### src/rtl/mrs_pkg.sv
// Shared types for the range streamer: FSM state encoding and walk direction.
package mrs_pkg;

   typedef enum logic [1:0] {
      IDLE  = 2'd0,
      FETCH = 2'd1,
      SEND  = 2'd2
   } state_t;

   localparam logic DIR_UP   = 1'b0;
   localparam logic DIR_DOWN = 1'b1;

endpackage

### src/rtl/mrs_word_ram.sv
// DATA_W x DEPTH word array: synchronous write, combinational read, contents never reset.
module mrs_word_ram #(
   parameter int DATA_W = 16,
   parameter int DEPTH  = 4
) (
   input  logic                       clk,
   input  logic                       wr_en,
   input  logic [$clog2(DEPTH)-1:0]   wr_addr,
   input  logic [DATA_W-1:0]          wr_data,
   input  logic [$clog2(DEPTH)-1:0]   rd_addr,
   output logic [DATA_W-1:0]          rd_data
);

   logic [DATA_W-1:0] r_mem [DEPTH];

   always_ff @(posedge clk) begin
      if (wr_en) begin
         r_mem[wr_addr] <= wr_data;
      end
   end

   assign rd_data = r_mem[rd_addr];

endmodule

### src/rtl/mem_range_streamer.sv
// Streams an inclusive address range of a word RAM over valid/ready, ascending or descending.
// First out_valid two cycles after start, one word per two cycles; out_data/out_addr hold while out_ready is low.
module mem_range_streamer
   import mrs_pkg::*;
#(
   parameter int DATA_W = 16,
   parameter int DEPTH  = 4
) (
   input  logic                       clk,
   input  logic                       rst_n,
   input  logic                       wr_en,
   input  logic [$clog2(DEPTH)-1:0]   wr_addr,
   input  logic [DATA_W-1:0]          wr_data,
   input  logic                       start,
   input  logic [$clog2(DEPTH)-1:0]   start_addr,
   input  logic [$clog2(DEPTH)-1:0]   end_addr,
   output logic                       busy,
   output logic                       done,
   output logic                       err,
   output logic                       out_valid,
   input  logic                       out_ready,
   output logic [DATA_W-1:0]          out_data,
   output logic [$clog2(DEPTH)-1:0]   out_addr
);

   localparam int ADDR_W = $clog2(DEPTH);
   // One extra bit so a power-of-two DEPTH is representable for the range compare.
   localparam logic [ADDR_W:0] DEPTH_L = (ADDR_W+1)'(DEPTH);

   state_t              r_state;
   state_t              w_state_nxt;

   logic [ADDR_W-1:0]   r_cur;
   logic [ADDR_W-1:0]   r_end;
   logic                r_dir;
   logic [DATA_W-1:0]   r_out_data;
   logic [ADDR_W-1:0]   r_out_addr;
   logic                r_done;
   logic                r_err;

   logic                w_idle;
   logic                w_wr_addr_ok;
   logic                w_sa_ok;
   logic                w_ea_ok;
   logic                w_wr_ok;
   logic                w_start_ok;
   logic                w_req_err;
   logic                w_hs;
   logic                w_last;
   logic [DATA_W-1:0]   w_rd_data;

   assign w_idle       = (r_state == IDLE);
   assign w_wr_addr_ok = ({1'b0, wr_addr}    < DEPTH_L);
   assign w_sa_ok      = ({1'b0, start_addr} < DEPTH_L);
   assign w_ea_ok      = ({1'b0, end_addr}   < DEPTH_L);

   assign w_wr_ok    = wr_en && w_idle && w_wr_addr_ok;
   assign w_start_ok = start && w_idle && w_sa_ok && w_ea_ok;
   // A start arriving while busy is silently ignored; only idle starts can be rejected.
   assign w_req_err  = (wr_en && !(w_idle && w_wr_addr_ok)) ||
                       (start && w_idle && !(w_sa_ok && w_ea_ok));

   assign w_hs   = (r_state == SEND) && out_ready;
   assign w_last = w_hs && (r_cur == r_end);

   mrs_word_ram #(
      .DATA_W (DATA_W),
      .DEPTH  (DEPTH)
   ) u_ram (
      .clk     (clk),
      .wr_en   (w_wr_ok),
      .wr_addr (wr_addr),
      .wr_data (wr_data),
      .rd_addr (r_cur),
      .rd_data (w_rd_data)
   );

   always_ff @(posedge clk) begin
      if (!rst_n) begin
         r_state <= IDLE;
      end else begin
         r_state <= w_state_nxt;
      end
   end

   always_comb begin
      w_state_nxt = r_state;
      unique case (r_state)
         IDLE:    if (w_start_ok) w_state_nxt = FETCH;
         FETCH:   w_state_nxt = SEND;
         SEND:    if (w_last) w_state_nxt = IDLE;
                  else if (w_hs) w_state_nxt = FETCH;
         default: w_state_nxt = IDLE;
      endcase
   end

   always_comb begin
      busy      = (r_state != IDLE);
      out_valid = (r_state == SEND);
      done      = r_done;
      err       = r_err;
      out_data  = r_out_data;
      out_addr  = r_out_addr;
   end

   always_ff @(posedge clk) begin
      if (!rst_n) begin
         r_cur      <= '0;
         r_end      <= '0;
         r_dir      <= DIR_UP;
         r_out_data <= '0;
         r_out_addr <= '0;
         r_done     <= 1'b0;
         r_err      <= 1'b0;
      end else begin
         r_done <= w_last;
         r_err  <= w_req_err;
         if (w_start_ok) begin
            r_cur <= start_addr;
            r_end <= end_addr;
            r_dir <= (start_addr > end_addr) ? DIR_DOWN : DIR_UP;
         end
         if (r_state == FETCH) begin
            r_out_data <= w_rd_data;
            r_out_addr <= r_cur;
         end
         // The range was validated at start, so stepping toward r_end never wraps.
         if (w_hs && !w_last) begin
            r_cur <= (r_dir == DIR_DOWN) ? r_cur - ADDR_W'(1) : r_cur + ADDR_W'(1);
         end
      end
   end

endmodule

### config.mk
export PLATFORM = sky130hd
export DESIGN_NAME = mem_range_streamer
export DESIGN_NICKNAME = d
export VERILOG_FILES = /design/src/rtl/mrs_pkg.sv /design/src/rtl/mrs_word_ram.sv /design/src/rtl/mem_range_streamer.sv
export SDC_FILE = /design/constraint.sdc
export NUM_CORES = 1
export LEC_CHECK = 0
export CORE_ASPECT_RATIO = 1.2
export CORE_MARGIN = 3
export CORE_UTILIZATION = 40
export DETAILED_ROUTE_END_ITERATION = 6
export GPL_TIMING_DRIVEN = 0
export PLACE_DENSITY = 0.64
export SYNTH_ARGS = -nofsm -noshare
export SYNTH_HDL_FRONTEND = slang
export SYNTH_HIERARCHICAL = 1
export SYNTH_SLANG_ARGS = --single-unit
### constraint.sdc
create_clock -name clk -period 3.1 [get_ports clk]
set_clock_uncertainty 0.05 [all_clocks]
set_input_delay 0.465 -clock clk [delete_from_list [all_inputs] [get_ports clk]]
set_output_delay 0.465 -clock clk [all_outputs]
set_load 0.02 [all_outputs]
# After elaboration in Yosys (flattened, before gate mapping)
# Memory sizes are Yosys's and may differ from the RTL's. A register that Yosys moved wholly into a read port is not among the register bits.
# Index checks and enable logic that the tools add are counted.
# Widths: inputs -> output; s select.
[classes]
n_addsub = 2
n_eq_ne = 5
reduce_logical = 13
n_mux = 10
n_lt_le_gt_ge = 1
[op_table]
columns = ["operator", "count"]
rows = [
  ["$mux 2", 6],
  ["$logic_and 1x1->1", 6],
  ["$pmux 2 s3", 1],
  ["$reduce_bool 2->1", 2],
  ["$logic_not 1->1", 3],
  ["$mux 1", 3],
  ["$ne 3x1->1 const B", 1],
  ["$add 2x1->2 const B", 1],
  ["$eq 2x1->1 const B", 1],
  ["$eq 2x2->1", 1],
  ["$eq 2x2->1 const B", 1],
  ["$gt 2x2->1", 1],
  ["$logic_not 2->1", 1],
  ["$ne 2x1->1 const B", 1],
  ["$reduce_and 2->1", 1],
  ["$sub 2x1->2 const B", 1],
]
[totals]
ramBits = 64
memories = 1
regBits = 11
elab_cells = 39
input_bits = 27
[memory_table]
columns = ["name", "words", "word_bits", "rd", "rd_clocked_by_memory_dff", "write_ports", "line", "text"]
rows = [
  ["u_ram.r_mem", 4, 16, 1, 1, 1, "mrs_word_ram.sv:14", "logic [DATA_W-1:0] r_mem [DEPTH];"],
]

# Longest topological paths before layout
# Gate-level depths: netlist (run 1).
[logic_depth]
depth_word = 6
depth_mapped = 6
mapped_depth_nobuf = 5

# By module
# The synthesis (run 1) kept the hierarchy.
[by_module_without_submodules]
columns = ["mod", "cells_per_inst", "area_per_inst_um2", "n_inst"]
rows = [
  ["mrs_word_ram", 88, 2377.3, 1],
  ["mem_range_streamer", 129, 1132.3, 1],
]

# Worst setup path before layout (run 1)
# Ideal clock, no wire load.
[synth_path]
path_type = "register to register"
from = "register r_state[1]"
to = "memory u_ram.r_mem[0][0] (enable)"
n_path_buf = 1
synth_period_minus_slack_ps = 2646
arrival_ps = 2183
stages_incl_launch_ff = 5
path_slack_ps = 454
cell_sequence = "dfxtp_1 -> buf_6 -> or2_2 -> nor2_1 -> nor3b_1"
[synth_between]
elab_chain_len = 4
[synth_lines]
columns = ["item", "line", "text"]
rows = [
  ["start, declared", "mem_range_streamer.sv:30", "state_t r_state;"],
  ["start signal, assigned", "mem_range_streamer.sv:82", "r_state <= w_state_nxt;"],
  ["$logic_not 2->1", "mem_range_streamer.sv:52", "assign w_idle = (r_state == IDLE);"],
  ["$logic_and 1x1->1", "mem_range_streamer.sv:57", "assign w_wr_ok = wr_en && w_idle && w_wr_addr_ok;"],
  ["net w_wr_ok", "mem_range_streamer.sv:45", "logic w_wr_ok;"],
  ["$mux 1", "mrs_word_ram.sv:17", "if (wr_en) begin"],
  ["$mux 1 (implied by the code)", "mrs_word_ram.sv:18", "r_mem[wr_addr] <= wr_data;"],
  ["end, declared", "mrs_word_ram.sv:14", ""],
]
# The timed path passes the listed nets, and every way through them passes these cells.

# Worst setup path after layout (run 1)
[layout_path]
from = "register r_state[0]"
to = "memory u_ram.r_mem[0][8] (enable)"
# The elaborated chain is that of the path after synthesis.

==> impl_metrics.py, run 1 <==
metrics = {
    "outcome": {
        "status": "complete, no violations",
    },
    "die": {
        "die_area_mm2": 0.00994,
        "ioPinCount": 49,
        "die_height_um": 109,
        "die_w_um": 91.5,
        "core_area_mm2": 0.00833,
        "start_util": 0.421,
        "rows": 36,
    },
    "cts": {
        "htreeDepth": 3,
        "post_cts_resized": 0,
        "clockBufferDepth": 2,
        "cts_buffers": 9,
        "cts.clk_slew.worst_paths_ns": 0.09,
        "cts_tree": "built",
        "hold_buffers": 0,
        "clock_latency_ns": 0.33,
        "cts.sinks": 91,
        "postCtsSetupRepairBufs": 0,
        "cts_root_buf": "clkbuf_8",
    },
    "synthesis": {
        "syn_avg_cell_area_um2": 16.2,
        "synthSimpleGateAreaFrac": 0.0813,
        "seq_area_frac_synth": 0.702,
        "synthAdderAreaFrac": 0.00713,
        "synth.ff_latch_count": 91,
        "synth_top_family_by_area": "multiplexers",
        "synth_cell_types": 32,
        "synth_xor_xnor_area_share": 0.0114,
        "synthMuxAreaShare": 0.120,
        "synth_compound_area_frac": 0.0496,
        "syn-cell-area_mm2": 0.00351,
        "syn_inst": 217,
        "ys_warn_count": 6,
        "synth_nets": 246,
    },
    "critical_path": {
        "rr_worst_depth": 4,
        "crit_path_end_kind": "register",
        "critPathMaxStageDelay_ns": 0.70,
        "start_kind": "register",
        "critical_path.slowest_cell": "nor3b_2",
        "path_max_fanout": 9,
        "path_cells": "or2_2 -> nor2_1 -> nor3b_2 -> buf_6",
        "cp.required_ns": 3.10,
        "crit_arrival_ns": 2.27,
        "critical_path_class": "register to register",
    },
    "drt": {
        "post_drt_wl_per_cell_um": 16.0,
        "num_vias": 1974,
        "viasPerCell": 4.98,
        "ant_nets": 0,
        "firstDrtPassIters": 4,
        "drt_first_iter_violations": 141,
        "wl_mm": 6.34,
        "drc": 0,
    },
    "timing": {
        "finalCriticalPeriod_ns": 2.28,
        "hold_viol": 0,
        "setup_viol_count_final": 0,
        "tightest_slew_ns": 0.903,
        "fmax_mhz": 439,
        "drv_slew": 0,
        "fin_hold_ws_ns": 0.409,
        "post-route-period-util": 0.735,
        "rsz0062_at_grt": "no",
        "slew_headroom": 0.398,
        "setup_ws_ns": 0.822,
    },
    "run": {
        "cap_violations": 0,
    },
    "cells_and_area": {
        "diodes": 0,
        "drive_gt1_frac": 0.138,
        "nets": 306,
        "area_growth_pct": 23.0,
        "stdcell_count": 396,
        "postLayoutCellArea_mm2": 0.00432,
    },
    "place": {
        "placed_area_mm2": 0.00415,
        "post-place-ws_ns": 0.554,
        "hpwlAfterDp_mm": 4.32,
        "gp_congestion": 0.784,
        "portBuffers": 48,
        "numPlacedInstances": 380,
    },
    "power": {
        "irDropWorstVdd_v": 0.000217,
        "p_per_area_mw_per_mm2": 537,
        "cellLeakagePower_nw": 1.46,
    },
    "global_route": {
        "grt_remaining_overflow": 0,
        "antenna_found_initial": 0,
        "grt_pass1_vias": 1999,
        "track_usage": 0.135,
        "grt_max_degree": 17,
        "grt_pass1_wl_mm": 10.1,
    },
    "worst_hold_path": {
        "hold_class": "register to register",
        "hold_path_depth": 2,
    },
}
[final timing paths]
path | start | end | slack (ns)
worst min-delay path | out_data[1]$_SDFFE_PN0N_ | out_data[1]$_SDFFE_PN0N_ | 0.41
worst max register to register | r_state[0]$_SDFFE_PN0P_ | u_ram/r_mem[0][8]$_DFFE_PP_ | 0.82
worst min register to register | out_data[1]$_SDFFE_PN0N_ | out_data[1]$_SDFFE_PN0N_ | 0.41
worst max-delay path | r_state[0]$_SDFFE_PN0P_ | u_ram/r_mem[0][8]$_DFFE_PP_ | 0.82
[final cells by class]
cell class | count | area (um2)
Timing Repair Buffer | 49 | 492
Buffer | 11 | 85.1
Clock inverter | 6 | 41.3
Multi-Input combinational cell | 111 | 952
Tap cell | 114 | 143
Sequential cell | 91 | 2460
Fill cell | 721 | 4020
Clock buffer | 10 | 128
Inverter | 4 | 15.0
[Yosys cell counts, drive strengths merged]
cell type	count	share of area
dfxtp	27	0.15
a21oi	20	0.029
buf	9	0.022
o21ai	1	0.0014
nand4bb	1	0.0032
a211oi	3	0.0093
nor3b	2	0.0075
o2111a	1	0.0032
mux2i	4	0.011
xnor3	1	0.0064
mux4	16	0.11
edfxtp	64	0.55
ha	2	0.0071
nand2	38	0.041
nor2	3	0.0032
xor2	2	0.0050
and3	2	0.0036
nor3	1	0.0014
clkbuf	2	0.0021
or2	1	0.0018
o211ai	2	0.0043
o211a	1	0.0029
nand2b	4	0.0071
nor2b	3	0.0053
inv	4	0.0043
and3b	3	0.0075
[flip-flops by register name (all words and copies together), names as in the netlist]
register,count
u_ram/r_mem,64
out_data,16
out_addr,2
r_cur,2
r_end,2
r_state,2
done,1
err,1
r_dir,1
[routing by layer]
layer / global-route usage / routed length, um
met5: 0 / 0
met1: 0.160 / 2650
met2: 0.240 / 3360
met3: 0.0235 / 268
met4: 0.0582 / 65
[layout by cell type, fill, tap and decap left out]
master	instances
a211oi_2	2
o21ai_0	1
o211ai_1	2
a21oi_1	20
mux4_1	6
clkbuf_8	9
nor2b_1	3
inv_1	4
inv_6	1
xor2_1	2
nor3b_2	1
o2111a_1	1
clkinvlp_4	2
nor3_1	1
nand2b_1	4
buf_6	3
or2_2	1
mux2i_1	4
xnor3_1	1
buf_4	2
clkinv_2	1
a211oi_1	1
mux4_2	10
edfxtp_1	64
buf_2	4
and3b_1	3
dfxtp_1	27
nor3b_4	1
nor2_1	3
buf_12	1
and3_1	2
clkdlybuf4s50_1	48
clkinv_4	1
nand4bb_1	1
ha_1	2
clkbuf_1	3
o211a_1	1
clkinv_1	1
nand2_1	38
[report_power, final]
group          switching (mW)  internal (mW)
Sequential             0.0207           1.35
Combinational           0.129          0.135
Clock                   0.395          0.292
Total                   0.545           1.78
[critical path, delay by kind of cell, from the launching register on]
| kind | cells | cell delay (ns) |
|---|---|---|
| flops | 1 | 0.40 |
| buf+inv | 1 | 0.24 |
| simple gates | 3 | 1.30 |
[through the flow]
step | power [mW] | setup TNS, ns | utilization
after CTS | 2.35 | 0 | 0.518
after detailed placement | 1.67 | 0 | 0.498
after global placement | 1.66 | -12.61 | 0.496
after floorplan | 1.55 | 0 | -
final | 2.32 | 0 | 0.518
after global routing | 2.42 | 0 | 0.518
[logic make-up (layout without fill, tap and decap cells)]
group | Yosys count | after routing
AOI/OAI and AO/OA | 28 | 28
DFF | 91 | 91
muxes | 20 | 20
buffers and inverters | 15 | 80
adders and majority gates | 2 | 2
and+or+nand+nor | 58 | 58
xor gates and xnor gates | 3 | 3
(Power assumes the default switching activity.)
==> inputs of run 2 (changes only) <==
--- a/config.mk
+++ b/config.mk
@@ -10,7 +10,7 @@
 export CORE_UTILIZATION = 40
 export DETAILED_ROUTE_END_ITERATION = 6
 export GPL_TIMING_DRIVEN = 0
-export PLACE_DENSITY = 0.64
+export PLACE_DENSITY = 0.67
 export SYNTH_ARGS = -nofsm -noshare
 export SYNTH_HDL_FRONTEND = slang
 export SYNTH_HIERARCHICAL = 1
==> constraint.sdc (replaced) <==
create_clock -name clk -period 1.9 [get_ports clk]
set_clock_uncertainty 0.05 [all_clocks]
set_input_delay 0.285 -clock clk [delete_from_list [all_inputs] [get_ports clk]]
set_output_delay 0.285 -clock clk [all_outputs]
set_load 0.02 [all_outputs]
==> impl_metrics.py, run 2 (synthesis gave the netlist of run 1 again) <==
metrics = {
    "outcome": {
        "status": "complete, no violations",
    },
    "cts": {
        "htreeDepth": 3,
        "clock_latency_ns": 0.35,
        "cts_buffers": 9,
        "cts_root_buf": "clkbuf_8",
        "cts.clk_slew.worst_paths_ns": 0.09,
        "cts.sinks": 91,
        "hold_buffers": 0,
        "clockBufferDepth": 2,
        "cts_tree": "built",
    },
    "timing": {
        "fin_hold_ws_ns": 0.409,
        "slew_headroom": 0.684,
        "tightest_slew_ns": 0.473,
        "post-route-period-util": 0.930,
        "finalCriticalPeriod_ns": 1.77,
        "hold_viol": 0,
        "rsz0062_at_grt": "no",
        "setup_viol_count_final": 0,
        "fmax_mhz": 566,
        "drv_slew": 0,
        "setup_ws_ns": 0.133,
    },
    "cells_and_area": {
        "drive_gt1_frac": 0.162,
        "mostFrequentLayoutCells": "edfxtp_1, clkdlybuf4s50_1, nand2_1, dfxtp_1, a21oi_1",
        "final_common_cell": "edfxtp_1",
        "regArea_mm2": 0.00246,
        "utilization": 0.527,
        "fillerInstances": 682,
        "top_register": "u_ram/r_mem",
        "diodes": 0,
        "area_growth_pct": 25.1,
        "nets": 308,
        "multiInputGateArea_um2": 973,
        "largest_reg_flops": 64,
    },
    "drt": {
        "ant_nets": 0,
        "viasPerCell": 4.81,
        "wl_mm": 6.25,
        "firstDrtPassIters": 4,
        "drt_first_iter_violations": 103,
        "post_drt_wl_per_cell_um": 15.7,
        "drc": 0,
        "num_vias": 1916,
    },
    "critical_path": {
        "crit_path_end_kind": "register",
        "path_cells": "or2_2 -> nor2_2 -> nor3b_4 -> buf_12",
        "path_depth": 4,
        "crit_arrival_ns": 1.78,
        "cp.required_ns": 1.91,
        "path_delay_family": "simple AND/OR/NAND/NOR gates",
        "rr_worst_depth": 4,
        "critical_path.slowest_cell": "dfxtp_1",
        "crit_buf_inv": 1,
        "critPathMaxStageDelay_ns": 0.40,
        "start_kind": "register",
        "critical_path_class": "register to register",
        "path_max_fanout": 16,
    },
    "die": {
        "die_height_um": 109,
        "ioPinCount": 49,
        "start_util": 0.421,
        "die_area_mm2": 0.00994,
        "die_w_um": 91.5,
        "core_area_mm2": 0.00833,
        "rows": 36,
    },
    "global_route": {
        "grt_pass1_vias": 1998,
        "grt_max_degree": 17,
        "antenna_found_initial": 0,
        "grt_pass1_wl_mm": 10.4,
        "grt_remaining_overflow": 0,
        "track_usage": 0.138,
    },
    "power": {
        "cellLeakagePower_nw": 1.50,
        "p_per_area_mw_per_mm2": 886,
        "irDropWorstVdd_v": 0.000338,
    },
    "place": {
        "post-place-ws_ns": -0.429,
        "portBuffers": 48,
        "hpwlAfterDp_mm": 4.21,
        "gp_congestion": 0.762,
    },
    "run": {
        "cap_violations": 0,
    },
    "worst_hold_path": {
        "hold_class": "register to register",
        "hold_path_depth": 2,
    },
}
run 2: changes by cell type in the layout (fill, tap and decap cells not counted), sizes merged:
| cell | previous run | this run |
|---|---|---|
| buf | 10 | 12 |
| clkbuf | 12 | 13 |
| clkdlybuf4s50 | 48 | 46 |
| clkinv | 3 | 1 |
| clkinvlp | 2 | 1 |
| dlygate4sd2 | 0 | 2 |
| inv | 5 | 7 |
run 2: routing by layer:
metal | GRT usage | routed length [um] | up-vias
met1 | 0.170 | 2630 | 927
li1 | - | - | 937
met4 | 0.0765 | 120 | 0
met5 | 0 | 0 | -
met2 | 0.233 | 3260 | 43
met3 | 0.0235 | 239 | 9
run 2: path summary, 6_finish.rpt:
check | from | to | slack (ns)
worst min register to register | out_data[4]$_SDFFE_PN0N_ | out_data[4]$_SDFFE_PN0N_ | 0.41
worst max register to register | r_state[0]$_SDFFE_PN0P_ | u_ram/r_mem[0][7]$_DFFE_PP_ | 0.13
worst max-delay path | r_state[0]$_SDFFE_PN0P_ | u_ram/r_mem[0][7]$_DFFE_PP_ | 0.13
worst min-delay path | out_data[4]$_SDFFE_PN0N_ | out_data[4]$_SDFFE_PN0N_ | 0.41
run 2: where the power goes:
group | internal [mW] | total [mW] | switching [mW]
combinational | 0.229 | 0.443 | 0.214
sequential | 2.20 | 2.23 | 0.0340
clock | 0.560 | 1.21 | 0.652
total | 2.99 | 3.89 | 0.901
run 2: final cells by class:
type	instances	share of cell area
Sequential cell	91	0.561
Multi-Input combinational cell	111	0.222
Timing Repair Buffer	51	0.120
Clock buffer	11	0.0348
Tap cell	114	0.0325
Buffer	11	0.0194
Clock inverter	5	0.00769
Inverter	4	0.00342
run 2: worst min-delay path: cells and delay by family, from the launching register on:
family / cells / cell delay [ns]
AOI/OAI and AO/OA: 1 / 0.05
DFF: 1 / 0.32
and+or+nand+nor: 1 / 0.05
run 2: stage by stage:
step                setup TNS (ns)  power (mW)  area (um2)  cells
global route                     0        4.07        4390    398
global placement            -25.54        2.71        4140    379
floorplan                        0        2.53        3520    217
detailed placement          -25.13        2.72        4140    379
finish                           0        3.89        4390    398
CTS                              0        3.92        4360    396
run 2: timing repair:
action                     4_1_cts  5_1_grt
setup endpoints to repair       66       64
pin swaps                        0        2
resized for setup                8        1
buffers inserted                 1        2
==> inputs of run 3 (changes only) <==
--- a/config.mk
+++ b/config.mk
@@ -10,7 +10,7 @@
 export CORE_UTILIZATION = 40
 export DETAILED_ROUTE_END_ITERATION = 6
 export GPL_TIMING_DRIVEN = 0
-export PLACE_DENSITY = 0.67
+export PLACE_DENSITY_LB_ADDON = 0.08
 export SYNTH_ARGS = -nofsm -noshare
 export SYNTH_HDL_FRONTEND = slang
 export SYNTH_HIERARCHICAL = 1
==> impl_metrics.py, run 3 (synthesis gave the netlist of run 1 again) <==
metrics = {
    "cts": {
        "htreeDepth": 3,
        "clock_latency_ns": 0.34,
        "clockBufferDepth": 2,
        "cts_root_buf": "clkbuf_8",
        "cts.clk_slew.worst_paths_ns": 0.08,
        "cts_tree": "built",
        "cts.sinks": 91,
        "hold_buffers": 0,
        "cts_buffers": 9,
    },
    "critical_path": {
        "path_cells": "or2_2 -> dlygate4sd2_1",
        "critical_path_class": "register to output pin",
        "path_delay_family": "flip-flops",
        "cp.required_ns": 1.56,
        "crit_buf_inv": 1,
        "crit_arrival_ns": 1.41,
        "critical_path.slowest_cell": "dfxtp_1",
        "start_kind": "register",
        "crit_path_end_kind": "output pin",
        "critPathMaxStageDelay_ns": 0.40,
        "path_max_fanout": 8,
    },
    "global_route": {
        "grt_max_degree": 17,
        "grt_remaining_overflow": 0,
        "grt_pass1_wl_mm": 10.2,
        "antenna_found_initial": 0,
        "track_usage": 0.138,
        "grt_pass1_vias": 1961,
    },
    "timing": {
        "hold_viol": 0,
        "slew_headroom": 0.623,
        "tns_ns": 0,
        "fmax_mhz": 573,
        "rsz0062_at_grt": "no",
        "post-route-period-util": 0.918,
        "tightest_slew_ns": 0.565,
        "setup_viol_count_final": 0,
        "finalCriticalPeriod_ns": 1.74,
        "fin_hold_ws_ns": 0.405,
        "drv_slew": 0,
    },
    "power": {
        "p_per_area_mw_per_mm2": 887,
        "cellLeakagePower_nw": 1.52,
        "irDropWorstVdd_v": 0.000443,
    },
    "cells_and_area": {
        "mostFrequentLayoutCells": "edfxtp_1, clkdlybuf4s50_1, nand2_1, dfxtp_1, a21oi_1",
        "drive_gt1_frac": 0.164,
        "stdcell_count": 401,
        "diodes": 0,
        "nets": 311,
        "utilization": 0.534,
        "top_register": "u_ram/r_mem",
        "largest_reg_flops": 64,
        "fillerInstances": 695,
        "area_growth_pct": 26.7,
        "final_common_cell": "edfxtp_1",
    },
    "place": {
        "numPlacedInstances": 379,
        "hpwlAfterDp_mm": 4.22,
        "gp_congestion": 0.763,
        "portBuffers": 48,
    },
    "worst_hold_path": {
        "hold_class": "register to register",
    },
    "drt": {
        "viasPerCell": 4.90,
        "wl_mm": 6.48,
        "firstDrtPassIters": 4,
        "drt_first_iter_violations": 68,
        "ant_nets": 0,
        "drc": 0,
        "post_drt_wl_per_cell_um": 16.2,
        "num_vias": 1965,
    },
    "run": {
        "cap_violations": 0,
    },
    "die": {
        "die_area_mm2": 0.00994,
        "rows": 36,
        "die_w_um": 91.5,
        "start_util": 0.421,
        "core_area_mm2": 0.00833,
        "ioPinCount": 49,
        "die_height_um": 109,
    },
    "outcome": {
        "status": "complete, no violations",
    },
}
[run 3: cell type report]
| cell class | instances | area, um2 | share of cell area |
|---|---|---|---|
| Sequential cell | 91 | 2460 | 0.554 |
| Multi-Input combinational cell | 111 | 973 | 0.219 |
| Timing Repair Buffer | 54 | 573 | 0.129 |
| Tap cell | 114 | 143 | 0.0321 |
| Clock buffer | 11 | 141 | 0.0318 |
| Buffer | 11 | 85.1 | 0.0191 |
| Clock inverter | 5 | 53.8 | 0.0121 |
| Inverter | 4 | 15.0 | 0.00338 |
[run 3: path summary, 6_finish.rpt]
| path | startpoint | endpoint | slack [ns] | cells after the start |
|---|---|---|---|---|
| worst min register to register | out_addr[0]$_SDFFE_PN0N_ | out_addr[0]$_SDFFE_PN0N_ | 0.40 | 2 |
| worst max register to register | r_state[0]$_SDFFE_PN0P_ | u_ram/r_mem[0][15]$_DFFE_PP_ | 0.16 | 4 |
| worst min-delay path | out_addr[0]$_SDFFE_PN0N_ | out_addr[0]$_SDFFE_PN0N_ | 0.40 | 2 |
| worst max-delay path | r_state[0]$_SDFFE_PN0P_ | busy | 0.16 | 2 |
[run 3: power by group]
group	total (mW)	switching, mW	internal, mW
sequential	2.23	0.0339	2.20
clock	1.26	0.621	0.638
combinational	0.452	0.216	0.236
total	3.94	0.871	3.07
[run 3: per-layer routing]
metal | vias to the layer above | wire length (um) | global-route usage
met2 | 39 | 3270 | 0.229
met4 | 0 | 87 | 0.0539
met3 | 7 | 218 | 0.0324
met1 | 970 | 2910 | 0.177
met5 | - | 0 | 0
li1 | 949 | - | -
[run 3: tightest hold or removal path: stages, from the launching register on]
cell and delay, ns:
dfxtp_1 0.31, nand2_1 0.05, a21oi_1 0.05
[run 3: stage by stage]
step,power (mW),worst slack (ns),cell area (um2)
floorplan,2.53,0.00750,3520
global placement,2.72,-0.513,4140
detailed placement,2.72,-0.521,4140
CTS,3.98,-0.0933,4360
global route,4.11,0.0602,4450
finish,3.94,0.155,4450
[run 3: timing repair]
action                                  CTS  global route
pin swaps                                 0             3
gates resized for setup                   6             3
endpoints found under the setup margin   66            64
endpoints found under the hold margin     0             0
gates cloned                              0             0
setup buffers                             1             5
